`config.mk`:
```
export PLATFORM = sky130hd
export DESIGN_NAME = fp_convert_seq
export DESIGN_NICKNAME = d
export VERILOG_FILES = /design/src/rtl/fp_convert_seq.sv
export SDC_FILE = /design/constraint.sdc
export NUM_CORES = 1
export LEC_CHECK = 0
export BUFFER_PORTS_ARGS = -buffer_cell sky130_fd_sc_hd__buf_2
export CORE_MARGIN = 1.5
export CORE_UTILIZATION = 52
export DETAILED_ROUTE_END_ITERATION = 7
export PLACE_DENSITY = 0.83
export SLEW_MARGIN = 20
export SYNTH_ARGS = -nofsm -noshare
export SYNTH_HDL_FRONTEND = slang
export SYNTH_SLANG_ARGS = --single-unit
```
`constraint.sdc`:
```
create_clock -name clk -period 1.9 [get_ports clk]
set_input_delay 0.285 -clock clk [delete_from_list [all_inputs] [get_ports clk]]
set_output_delay 0.285 -clock clk [all_outputs]
set_load 0.05 [all_outputs]
```
`src/rtl/fp_convert_seq.sv`:
```
// fp_convert_seq: multi-cycle 12-bit two's-complement to (S, E[2:0], F[3:0])
// floating-point converter, value = F * 2^E. One serial normalizing shift per
// cycle, round-half-up with significand carry and exponent saturation.
module fp_convert_seq (
  input  logic        clk,
  input  logic        rst,
  input  logic        start,
  input  logic [11:0] D,
  output logic        busy,
  output logic        done,
  output logic        S,
  output logic [2:0]  E,
  output logic [3:0]  F
);

  typedef enum logic [1:0] {
    IDLE,
    MAG,
    NORM,
    ROUND
  } state_t;

  state_t      state;
  logic [11:0] d_reg;
  logic        sgn;
  // Magnitude never exceeds 12'h7FF, so bit 11 would always be zero;
  // 11 bits hold the whole normalization window.
  logic [10:0] mag;
  logic [2:0]  exp_r;

  logic [11:0] d_neg;
  logic [3:0]  f_cut;
  logic        fifth;
  logic [3:0]  f_rnd;
  logic [2:0]  e_rnd;

  // Two's-complement negation of the captured sample
  always_comb begin
    d_neg = ~d_reg + 12'd1;
  end

  // Round-half-up on the 4-bit window with carry-out and saturation
  always_comb begin
    f_cut = mag[10:7];
    fifth = mag[6];
    f_rnd = f_cut;
    e_rnd = exp_r;
    if (fifth) begin
      if (f_cut != 4'b1111) begin
        f_rnd = f_cut + 4'd1;
      end else if (exp_r != 3'd7) begin
        f_rnd = 4'b1000;
        e_rnd = exp_r + 3'd1;
      end else begin
        f_rnd = 4'b1111;
        e_rnd = 3'b111;
      end
    end
  end

  // Conversion sequencer with registered outputs
  always_ff @(posedge clk or posedge rst) begin
    if (rst) begin
      state <= IDLE;
      d_reg <= '0;
      sgn   <= 1'b0;
      mag   <= '0;
      exp_r <= '0;
      busy  <= 1'b0;
      done  <= 1'b0;
      S     <= 1'b0;
      E     <= '0;
      F     <= '0;
    end else begin
      done <= 1'b0;
      unique case (state)
        IDLE: begin
          if (start) begin
            d_reg <= D;
            busy  <= 1'b1;
            state <= MAG;
          end
        end
        MAG: begin
          sgn <= d_reg[11];
          // -2048 has no positive 12-bit counterpart; clamp to the largest magnitude
          if (d_reg == 12'h800) begin
            mag <= 11'h7FF;
          end else if (d_reg[11]) begin
            mag <= d_neg[10:0];
          end else begin
            mag <= d_reg[10:0];
          end
          exp_r <= 3'd7;
          state <= NORM;
        end
        NORM: begin
          if (mag[10] || exp_r == 3'd0) begin
            state <= ROUND;
          end else begin
            mag   <= {mag[9:0], 1'b0};
            exp_r <= exp_r - 3'd1;
          end
        end
        ROUND: begin
          F     <= f_rnd;
          E     <= e_rnd;
          S     <= sgn;
          done  <= 1'b1;
          busy  <= 1'b0;
          state <= IDLE;
        end
        default: state <= IDLE;
      endcase
    end
  end

endmodule

```
Word level (Yosys, flattened, before mapping)
Index checks and enable logic that the tools add are counted.
{ "totals": {"reg_bits": 39, "output_inout_bits": 10, "elab_cells": 51} }
{ "op_classes": {"eq_ne": 9, "bitwise": 1, "muxes": 18, "n_reduce_logical": 9, "n_addsub": 4} }
{ "op_table": {"columns": ["operator", "n"], "rows": [
  ["11-bit two-way mux", 3],
  ["11-bit case mux with 2 select lines", 1],
  ["3-bit two-way mux", 5],
  ["12-bit == test (second input constant)", 1],
  ["11-bit by 1-bit adder with 11-bit output (second input constant)", 1],
  ["11-bit inverter", 1],
  ["4-bit two-way mux", 2],
  ["2-bit case mux with 4 select lines", 1],
  ["2-bit AND reduction", 4],
  ["2-bit != test (second input constant)", 3],
  ["3-bit case mux with 2 select lines", 1],
  ["4-bit by 1-bit adder with 4-bit output (second input constant)", 1],
  ["2-bit == test (second input constant)", 2],
  ["2-bit two-way mux", 2],
  ["4-bit != test (second input constant)", 1],
  ["2-bit nonzero test", 2],
  ["3-bit by 1-bit adder with 3-bit output (second input constant)", 1],
  ["3-bit logical NOT", 1],
  ["3-bit != test (second input constant)", 1],
  ["3-bit by 1-bit subtractor with 3-bit output (second input constant)", 1],
  ["2-bit by 1-bit == test with 1-bit output (second input constant)", 1],
  ["2-bit logical NOT", 1],
  ["1-bit two-way mux", 2],
  ["1-bit case mux with 2 select lines", 1],
  ["1-bit logical OR", 1]
]} }

Depth between registers and ports, before layout
Gate-level depths: netlist (run 1).
{ "depth": {"depth_word": 5, "mapped_depth": 7, "ltp_nobuf": 6} }

Worst setup path after synthesis (run 1)
No wires, ideal clock.
{ "synth_timing": {"kind": "reg2reg", "startpoint": "register state[0]", "endpoint": "register mag[6]", "slack_ns": 0.092, "stages_incl_launch_ff": 8, "setup_time_ns": 0.094, "arrival_time_ns": 1.714, "t_required_ns": 1.806, "path_buffers": 1, "path_cell_list": "dfrtp_1 -> inv_1 -> ha_1 -> inv_2 -> o31ai_1 -> clkbuf_1 -> nor2_1 -> a221oi_2"} }
{ "synth_via": {"elab_chain_cells": 3, "elab_cells_between_ends": 6} }
{ "synth_rtl": {"columns": ["item", "line", "text"], "rows": [
  ["start, declared", "23", "state_t state;"],
  ["start signal, assigned", "64", "state <= IDLE;"],
  ["start signal, assigned", "81", "state <= MAG;"],
  ["start signal, assigned", "95", "state <= NORM;"],
  ["2-bit == test or 2-bit by 1-bit == test with 1-bit output (tied branches)", "76", "unique case (state)"],
  ["2-bit != test (no line) or 2-bit nonzero test (tied branches)", null, null],
  ["2-bit AND reduction (no line)", null, null],
  ["end signal, assigned", "90", "mag <= d_neg[10:0];"],
  ["end signal, assigned", "92", "mag <= d_reg[10:0];"],
  ["end signal, assigned", "101", "mag <= {mag[9:0], 1'b0};"],
  ["end, declared", "28", "logic [10:0] mag;"]
]} }
Parallel ways exist; a longest one is shown, timed or not.
A chain may end at the register's enable or synchronous reset.

Final worst setup path (run 1)
{ "layout_timing": {"startpoint": "register d_reg[5]", "endpoint": "register mag[9]"} }
{ "layout_via": {"elab_chain_cells": 5, "elab_cells_between_ends": 6} }
{ "layout_rtl": {"columns": ["item", "line", "text"], "rows": [
  ["start, declared", "24", "logic [11:0] d_reg;"],
  ["start signal, assigned", "65", "d_reg <= '0;"],
  ["start signal, assigned", "79", "d_reg <= D;"],
  ["11-bit inverter", "39", "d_neg = ~d_reg + 12'd1;"],
  ["11-bit by 1-bit adder with 11-bit output", "39", null],
  ["11-bit two-way mux", "89", "end else if (d_reg[11]) begin"],
  ["11-bit two-way mux *", "87", "if (d_reg == 12'h800) begin"],
  ["11-bit case mux with 2 select lines *", "76", null]
]} }
Every way passes the cells marked *; elsewhere a longest branch is shown, timed or not.

==> results of run 1 <==
routing by layer:
layer | GRT usage | vias up
li1 | - | 745
met1 | 0.246 | 713
met2 | 0.336 | 35
met3 | 0.0625 | 6
met4 | 0.0765 | 0
met5 | 0 | -
layout by cell type, fill, tap and decap left out, types with 2 or more instances in the layout:
cell type,synthesis,routed
a21oi_1,7,7
a221oi_2,7,7
buf_2,1,24
buf_4,0,8
clkbuf_1,6,2
clkbuf_8,0,5
dfrtp_1,39,39
ha_1,9,9
inv_1,13,13
mux2_2,19,19
mux2i_1,3,3
nand2_1,10,10
nand2b_1,3,3
nand3_1,3,3
nand4_1,2,2
nor2_1,21,21
nor2b_1,3,3
o21ai_0,6,6
o31ai_1,5,4
o41ai_1,2,2
xnor2_1,3,3
xor2_1,7,7
layout make-up:
type                            count  share of cell area
Inverter                           14              0.0218
Clock inverter                      1             0.00207
Sequential cell                    39               0.404
Multi-Input combinational cell    131               0.433
Tap cell                           48              0.0249
Clock buffer                        7              0.0316
Timing Repair Buffer               33              0.0829
report_power, final:
part / switching [mW] / internal (mW)
clock network: 0.279 / 0.257
registers: 0.360 / 1.25
logic: 1.53 / 1.10
cells by family (layout without fill, tap and decap cells):
family                   after synthesis  in the layout  share of synthesized area
multiplexers                          23             23                      0.122
AO/OA/AOI/OAI                         37             37                      0.149
flip-flops                            39             39                      0.465
adder cells (fa/ha/maj)                9              9                     0.0536
AND/OR/NAND/NOR                       52             52                      0.130
buffers and inverters                 22             55                     0.0399
XOR/XNOR                              10             10                     0.0417
worst max-delay path, cell delays in order, from the launching register on:
cell and delay [ns]:
dfrtp_1 0.42, or4_4 0.58, o31ai_1 0.31, xor2_1 0.14, a221oi_2 0.28
metrics by stage:
step / std cells / setup WS (ns) / area [um^2] / power (mW) / hold slack (ns)
after floorplan: 192 / 0.0919 / 2100 / 3.59 / 0.435
after global placement: 264 / 0.127 / 2330 / 4.15 / 0.421
after detailed placement: 264 / 0.0902 / 2330 / 4.24 / 0.434
after CTS: 272 / 0.0759 / 2410 / 4.80 / 0.108
after global routing: 273 / 0.0191 / 2420 / 5.16 / 0.149
final: 273 / 0.0843 / 2420 / 4.77 / 0.0921
how the worst min path moves through the flow:
stage,from,end,slack (ns),cells after the start
after global routing,rst,state[0],0.15,3
after detailed placement,rst,d_reg[10],0.43,3
after global placement,rst,d_reg[10],0.42,3
final,rst,d_reg[2],0.09,3
after CTS,rst,E[1],0.11,3
after floorplan,D[2],d_reg[2],0.44,1
==> impl_results.md, run 1 <==
- CTS Hold Bufs: 0
- Final Wtd Congestion: 0.823
- Final hold violation count: 0
- Hold crit path type: in -> async
- Syn Std Cell Area: 2100 um^2
- # IOs: 25
- Crit Path Category: reg -> reg
- Post-detail-place hpwl: 2800 um
- Setup_tns: 0 ns
- Area of the multi-input gates: 1050 um^2
- Core Area: 3770 um^2
- Reg area: 976 um^2
- Final period util: 0.956
- Port Buffers: 24
- Clk sink count: 39
- Most numerous cell in the Yosys netlist: dfrtp_1
- Register-to-Register Path Depth: 4
- Tmin final: 1.82 ns
- Synth top area share: 0.465
- GRT Total Usage: 0.202
- Routed wl met3: 166 um
- Sequential area share after synthesis: 0.465
- Vias per cell: 5.49
- Global-route wire length before repair: 6710 um
- Lkg Pwr: 1.10 nW
- Slew @ Worst Pin: 0.489 ns
- WL met2: 1870 um
- Clock skew: 0.00467 ns
- Number of detailed-route iterations in the first pass: 4
- Max Slew Vio Count: 0
- Antenna violations before repair: 0
- Run status: completed
- Async set or reset register ratio after synthesis: 1.00
- Core Util, Final: 0.641
- Crit path required time: 2.11 ns
- Critical Path Source: d_reg[5]
- H-tree levels: 2
- Slew headroom: 0.674
- DRT met1 WL: 1820 um
- Max FFs per register: 12
- Number of global-route vias before repair: 1508
- Distinct cells, synth: 43
- DRC viols: 0
- RSZ-0062 raised after global routing: false
- Synth cell count leaders: dfrtp_1, nor2_1, mux2_2, inv_1, nand2_1
- Worst Setup End Kind: flop
- Data arrival time of the worst path: 2.02 ns
- Post-layout nets: 248
- Starting Density: 0.557
- Final setup fails: 0
- Post-CTS Setup Bufs: 0
- Drt wl/cell: 14.4 um
- Main synth FF type: dfrtp_1
- Reg2Reg Capture Point: mag[9]
- Inserted Diodes: 0
- F_max: 0.551 GHz
- Fillers: 312
- Reg2Reg Launch Point: d_reg[5]
- Startpoint types: flop
- Worst Setup EP: mag[9]
- PostCTS Resize Cnt: 0
- Cell taking the most area after synthesis: dfrtp_1
- Peak supply drop: 0.909 mV
- CTS root buf: clkbuf_8
- Clock latency on the worst-skew pair: 0.30 ns
- Crit-path max FO: 5
- Clock transition at the registers of the reported paths: 0.07 ns
- Area Overhead vs Synth: 15.0%
- Die area: 4430 um^2
- CTS Buf Count: 5
- DIE WIDTH: 66.6 um
- Total gr overflow: 0
- Max_cap viols: 0
- DIE HEIGHT: 66.6 um
- Top cells by area, synth: dfrtp_1, mux2_2, ha_1
- Ratio of cells with drive above 1 in the final layout: 0.316
- Mean Syn Cell Area: 10.9 um^2
- Via count: 1499
- Total routed wirelength: 3920 um
- Flop2flop setup slack: 0.08 ns
- Yosys warns: 0
- Number of synthesized flops with an enable pin: 0
- Iter 0 DRT Violations: 76
- Syn Inst Count: 192
- ANT nets after route: 0
- CTS tree: yes
- Syn nets: 216
- Pwr/cell area: 1980 nW/um^2
- Highest routed layer: met4
- Maximum root-to-sink buffer count: 2
- Number of synthesized register bits: 39
- FP Rows: 22
- Largest net degree at the start of global routing: 40
No activity file was read; power rests on OpenSTA's default activity.
==> run 2, diff against run 1 <==
--- a/config.mk
+++ b/config.mk
@@ -6,10 +6,11 @@
 export NUM_CORES = 1
 export LEC_CHECK = 0
 export BUFFER_PORTS_ARGS = -buffer_cell sky130_fd_sc_hd__buf_2
+export CORE_ASPECT_RATIO = 1.4
 export CORE_MARGIN = 1.5
 export CORE_UTILIZATION = 52
 export DETAILED_ROUTE_END_ITERATION = 7
-export PLACE_DENSITY = 0.83
+export PLACE_DENSITY = 0.79
 export SLEW_MARGIN = 20
 export SYNTH_ARGS = -nofsm -noshare
 export SYNTH_HDL_FRONTEND = slang
==> impl_results.md, run 2 (synthesis gave the netlist of run 1 again) <==
- Clk sink count: 39 (unchanged)
- Inserted Diodes: 0 (unchanged)
- Antenna violations before repair: 0 (unchanged)
- Iter 0 DRT Violations: 69 (was 76)
- Number of global-route vias before repair: 1503 (was 1508)
- Sequential power share: 0.334 (was 0.336)
- RSZ-0062 raised after global routing: true (was false)
- Ratio of cells with drive above 1 in the final layout: 0.347 (was 0.316)
- Gate power share: 0.553 (was 0.551)
- Final hold violation count: 0 (unchanged)
- # IOs: 25 (unchanged)
- Final setup fails: 0 (unchanged)
- Critical Path Source: d_reg[0] (was d_reg[5])
- Drt wl/cell: 14.9 um (was 14.4 um)
- Crit Path Category: reg -> reg (unchanged)
- Final period util: 0.973 (was 0.956)
- Starting Density: 0.536 (was 0.557)
- Maximum root-to-sink buffer count: 2 (unchanged)
- CTS Buf Count: 5 (unchanged)
- Clk pwr share: 0.114 (was 0.112)
- Final Wtd Congestion: 0.836 (was 0.823)
- Post-detail-place hpwl: 2900 um (was 2800 um)
- Startpoint types: flop (unchanged)
- Max Slew Vio Count: 0 (unchanged)
- GRT Total Usage: 0.201 (was 0.202)
- Largest net degree at the start of global routing: 40 (unchanged)
- Slew headroom: 0.681 (was 0.674)
- Via count: 1533 (was 1499)
- Commonest non-fill, non-tap cell in the layout: dfrtp_1 (unchanged)
- Setup WS post-layout: 0.0504 ns (was 0.0843 ns)
- Crit path required time: 2.08 ns (was 2.11 ns)
- CTS root buf: clkbuf_8 (unchanged)
- Clock latency on the worst-skew pair: 0.28 ns (was 0.30 ns)
- Run status: completed (unchanged)
- Die area: 4440 um^2 (was 4430 um^2)
- Crit-path max FO: 7 (was 5)
- Port Buffers: 24 (unchanged)
- Area Overhead vs Synth: 17.0% (was 15.0%)
- Internal power: 2.68 mW (was 2.60 mW)
- Tmin final: 1.85 ns (was 1.82 ns)
- Total routed wirelength: 3980 um (was 3920 um)
- Sw Ratio: 0.450 (was 0.454)
- CTS tree: yes (unchanged)
- Area of the multi-input gates: 1080 um^2 (was 1050 um^2)
- Reg area: 976 um^2 (unchanged)
- Data arrival time of the worst path: 2.03 ns (was 2.02 ns)
- Global-route wire length before repair: 6960 um (was 6710 um)
- H-tree levels: 2 (unchanged)
- Max_cap viols: 0 (unchanged)
- Post-layout nets: 249 (was 248)
- Clock skew: 0.00432 ns (was 0.00467 ns)
- Hold crit path type: in -> async (unchanged)
- ANT nets after route: 0 (unchanged)
- Reg2Reg Launch Point: d_reg[0] (was d_reg[5])
- Non-Filler Instances: 268 (was 273)
- Fillers: 337 (was 312)
- Pwr/cell area: 1990 nW/um^2 (was 1980 nW/um^2)
- Lkg Pwr: 1.11 nW (was 1.10 nW)
- Peak supply drop: 1.22 mV (was 0.909 mV)
- Total gr overflow: 0 (unchanged)
- DRC viols: 0 (unchanged)
- Place WS: 0.0643 ns (was 0.0902 ns)
- Dpl cells: 259 (was 264)
- DIE HEIGHT: 78.2 um (was 66.6 um)
- CTS Hold Bufs: 0 (unchanged)
- F_max: 0.541 GHz (was 0.551 GHz)
- Total Power: 4.88 mW (was 4.77 mW)
- Clock transition at the registers of the reported paths: 0.07 ns (about the same)
- Number of detailed-route iterations in the first pass: 4 (unchanged)
- Core Area: 3920 um^2 (was 3770 um^2)
- DIE WIDTH: 56.7 um (was 66.6 um)
- Vias per cell: 5.72 (was 5.49)
- Worst Setup End Kind: flop (unchanged)
- Max FFs per register: 12 (unchanged)
- Most frequent cells in the layout: dfrtp_1, buf_2, nor2_1, mux2_2, inv_1 (unchanged)
- NetSw: 2.20 mW (was 2.17 mW)
- FP Rows: 27 (was 22)
- Slew @ Worst Pin: 0.478 ns (was 0.489 ns)
## run 2: cell count changes in the layout (fill, tap and decap cells not counted), moves of 2 or more
cell and delta:
clkbuf_1 -2, ha_1 -2, inv_1 -2, inv_2 +2
## run 2: layout make-up
cell class,instances,area share
timing repair buffer,34,0.0860
clock inverter,1,0.00204
multi-input combinational,131,0.438
inverter,14,0.0214
tap,43,0.0219
clock buffer,6,0.0336
sequential,39,0.397
## run 2: worst paths after layout
check | end | slack [ns] | cells past startpoint
setup / recovery | mag[8] | 0.05 | 6
hold / removal | E[0] | 0.10 | 3
max in group asynchronous | mag[7] | 1.46 | 3
hold reg to reg | F[3] | 0.50 | 1
setup reg to reg | mag[8] | 0.05 | 6
min in group clk | d_reg[10] | 0.23 | 2
## run 2: metrics by stage
stage	area (um^2)	TNS, ns	util	hold WS, ns
after detailed placement	2320	0	0.592	0.432
after global placement	2320	0	0.592	0.425
after global routing	2460	-0.0608	0.627	0.161
after floorplan	2100	0	-	0.435
final	2460	0	0.627	0.103
after CTS	2410	0	0.615	0.123
## run 2: repair_timing
item                       in CTS  in global routing
setup buffers                   0                  2
setup endpoints to repair       0                  7
resized for setup               0                  8
## run 2: worst max-delay path, cell delays in order, from the launching register on
cell      delay [ns]
dfrtp_1         0.40
inv_2           0.07
ha_4            0.14
or4bb_4         0.46
nor3_4          0.28
nor2_4          0.12
a221oi_2        0.28
## run 2: routing by layer
layer,track usage,share of wire,vias to the layer above
met1,0.250,0.42,727
met4,0.0881,0.030,0
met3,0.0412,0.032,13
li1,-,-,749
met5,0,0,-
met2,0.336,0.52,44
## run 2: power groups by stage
stage,clock network [mW],logic [mW],registers [mW]
finish,0.554,2.70,1.63
global route,0.600,2.97,1.70
CTS,0.567,2.64,1.62
detailed placement,0,2.62,1.63
global placement,0,2.53,1.61
floorplan,0,1.71,1.88
==> run 3, diff against run 2 <==
--- a/config.mk
+++ b/config.mk
@@ -5,6 +5,7 @@
 export SDC_FILE = /design/constraint.sdc
 export NUM_CORES = 1
 export LEC_CHECK = 0
+export ABC_AREA = 1
 export BUFFER_PORTS_ARGS = -buffer_cell sky130_fd_sc_hd__buf_2
 export CORE_ASPECT_RATIO = 1.4
 export CORE_MARGIN = 1.5
==> impl_results.md, run 3 <==
- Run status: completed (unchanged)
- Synth cell count leaders: nand2_1, dfrtp_1, nor2_1, o21ai_0, inv_1 (was dfrtp_1, nor2_1, mux2_2, inv_1, nand2_1)
- FP Rows: 27 (unchanged)
- Crit Path Category: reg -> reg (unchanged)
- Fillers: 365 (was 337)
- Lkg Pwr: 1.18 nW (was 1.11 nW)
- Buf/Inv on CP: 3 (was 1)
- Crit path required time: 2.14 ns (was 2.08 ns)
- Flop2flop setup slack: 0.24 ns (was 0.05 ns)
- Core Util, Final: 0.602 (was 0.627)
- Reg2Reg Launch Point: state[0] (was d_reg[0])
- Slew headroom: 0.648 (was 0.681)
- Number of detailed-route iterations in the first pass: 4 (unchanged)
- Commonest non-fill, non-tap cell in the layout: nand2_1 (was dfrtp_1)
- Register-to-Register Path Depth: 10 (was 6)
- Die area: 4480 um^2 (was 4440 um^2)
- Area Overhead vs Synth: 11.1% (was 17.0%)
- Max incr delay on CP: 0.40 ns (was 0.46 ns)
- Ratio of cells with drive above 1 in the final layout: 0.166 (was 0.347)
- Sequential area share after synthesis: 0.460 (was 0.465)
- Number of synthesized register bits: 39 (unchanged)
- Clock transition at the registers of the reported paths: 0.07 ns (about the same)
- H-tree levels: 2 (unchanged)
- DIE WIDTH: 57.0 um (was 56.7 um)
- Clock latency on the worst-skew pair: 0.29 ns (was 0.28 ns)
- CTS Buf Count: 5 (unchanged)
- Inserted Diodes: 0 (unchanged)
- Max_cap viols: 0 (unchanged)
- Slew @ Worst Pin: 0.528 ns (was 0.478 ns)
- Yosys warns: 0 (unchanged)
- Antenna violations before repair: 0 (unchanged)
- Pwr/cell area: 2020 nW/um^2 (was 1990 nW/um^2)
- Non-Filler Instances: 333 (was 268)
- Vias per cell: 5.32 (was 5.72)
- Most frequent cells in the layout: nand2_1, dfrtp_1, nor2_1, o21ai_0 (was dfrtp_1, buf_2, nor2_1, mux2_2, inv_1)
- ANT nets after route: 0 (unchanged)
- Clock skew: 0.00287 ns (was 0.00432 ns)
- CTS root buf: clkbuf_8 (unchanged)
- Syn Std Cell Area: 2120 um^2 (was 2100 um^2)
- Number of global-route vias before repair: 1761 (was 1503)
- Main synth FF type: dfrtp_1 (unchanged)
- Max FFs per register: 12 (unchanged)
- Post-detail-place hpwl: 3020 um (was 2900 um)
- Distinct cells, synth: 31 (was 43)
- Post-layout nets: 313 (was 249)
- Total gr overflow: 0 (unchanged)
- Async set or reset register ratio after synthesis: 1.00 (unchanged)
- Mean Syn Cell Area: 8.01 um^2 (was 10.9 um^2)
- # IOs: 25 (unchanged)
- F_max: 0.602 GHz (was 0.541 GHz)
- Maximum root-to-sink buffer count: 2 (unchanged)
- Global-route wire length before repair: 7520 um (was 6960 um)
- Number of synthesized flops with an enable pin: 0 (unchanged)
- Cell taking the most area after synthesis: dfrtp_1 (unchanged)
- RSZ-0062 raised after global routing: false (was true)
- Hold crit path type: in -> async (unchanged)
- Syn nets: 289 (was 216)
- Max Slew Vio Count: 0 (unchanged)
- Max stage delay cell, worst path: dfrtp_1 (was or4bb_4)
- Via count: 1771 (was 1533)
- Reg2Reg Capture Point: mag[3] (was mag[8])
- GRT Total Usage: 0.215 (was 0.201)
- Setup_tns: 0 ns (unchanged)
- Final hold violation count: 0 (unchanged)
- Startpoint types: flop (unchanged)
- Final period util: 0.874 (was 0.973)
- Tmin final: 1.66 ns (was 1.85 ns)
- Clk sink count: 39 (unchanged)
- Core Area: 3920 um^2 (unchanged)
- DIE HEIGHT: 78.6 um (was 78.2 um)
- Worst Setup End Kind: flop (unchanged)
- Total routed wirelength: 4120 um (was 3980 um)
- Iter 0 DRT Violations: 91 (was 69)
- Synth top area share: 0.460 (was 0.465)
- DRC viols: 0 (unchanged)
- Top cells by area, synth: dfrtp_1, nand2_1, o21ai_0 (was dfrtp_1, mux2_2, ha_1)
- Syn Inst Count: 265 (was 192)
- Most numerous cell in the Yosys netlist: nand2_1 (was dfrtp_1)
- CTS tree: yes (unchanged)
- Final setup fails: 0 (unchanged)
- Crit path cell chain: inv_1 -> ha_1 -> inv_4 -> nor2_4 -> nand2_2 -> nand2_4 -> inv_4 -> a21oi_1 -> nand2_1 -> nand2_1 (was inv_2 -> ha_4 -> or4bb_4 -> nor3_4 -> nor2_4 -> a221oi_2)
- Peak supply drop: 1.44 mV (was 1.22 mV)
- Post-CTS Setup Bufs: 0 (unchanged)
- Final Wtd Congestion: 0.868 (was 0.836)
- Crit-path max FO: 15 (was 7)
- Worst hold slack: 0.0957 ns (was 0.103 ns)
- Largest net degree at the start of global routing: 40 (unchanged)
- Drt wl/cell: 12.4 um (was 14.9 um)
- Port Buffers: 24 (unchanged)
- Data arrival time of the worst path: 1.90 ns (was 2.03 ns)
- Dpl cells: 325 (was 259)
- Cell family contributing the most delay on the critical path: simple AND/OR/NAND/NOR gates (unchanged)
- Starting Density: 0.542 (was 0.536)
## run 3: cell types whose count changed after synthesis, sizes merged, moves of 5 or more
cell / change
nand2: +63
mux2: -20
o21ai: +31
a221oi: -7
inv: +15
nor2: +8
nand3: +9
o31ai: -5
## run 3: how the worst max path moves through the flow
stage | from | cells after the start | end
after detailed placement | state[0] | 9 | mag[2]
after floorplan | state[0] | 9 | mag[0]
final | state[0] | 10 | mag[3]
after global placement | state[0] | 9 | mag[10]
after CTS | state[0] | 9 | mag[3]
after global routing | state[0] | 10 | mag[2]
## run 3: area by class of cell
| class | instances | area [um^2] | share of cell area |
|---|---|---|---|
| clock buffer | 8 | 100 | 0.0425 |
| inverter | 29 | 114 | 0.0483 |
| multi-input combinational | 189 | 986 | 0.418 |
| sequential | 39 | 976 | 0.414 |
| tap | 43 | 53.8 | 0.0228 |
| timing repair buffer | 25 | 128 | 0.0541 |
## run 3: layer usage
metal	vias to the layer above	track usage	routed length [um]
li1	898	-	-
met1	826	0.242	1700
met2	38	0.378	2190
met3	9	0.0461	149
met4	0	0.102	76
met5	-	0	0
## run 3: per-stage QoR
stage	power, mW	setup WS, ns	cell area (um^2)
global route	5.25	0.0446	2360
detailed placement	4.13	0.189	2250
floorplan	3.67	0.443	2120
global placement	4.05	0.234	2250
finish	4.75	0.239	2360
CTS	4.76	0.156	2350
## run 3: tightest hold or removal path, stage by stage
cell and delay, ns:
buf_2 0.10, inv_1 0.05, buf_4 0.40
## run 3: kinds of logic after synthesis
group / Yosys count / share of synthesized area
compound gates: 55 / 0.143
flops: 39 / 0.460
buf+inv: 37 / 0.0755
simple gates: 120 / 0.248
xor+xnor: 5 / 0.0206
fa+ha+maj: 9 / 0.0531
## run 3: report_power, final
part	switching (mW)	internal, mW
registers	0.333	1.26
logic	1.73	0.813
clock network	0.286	0.331
## run 3: what timing repair did
action	4_1_cts	5_1_grt
endpoints found under the setup margin	0	3
hold buffers	0	0
resized for setup	0	2
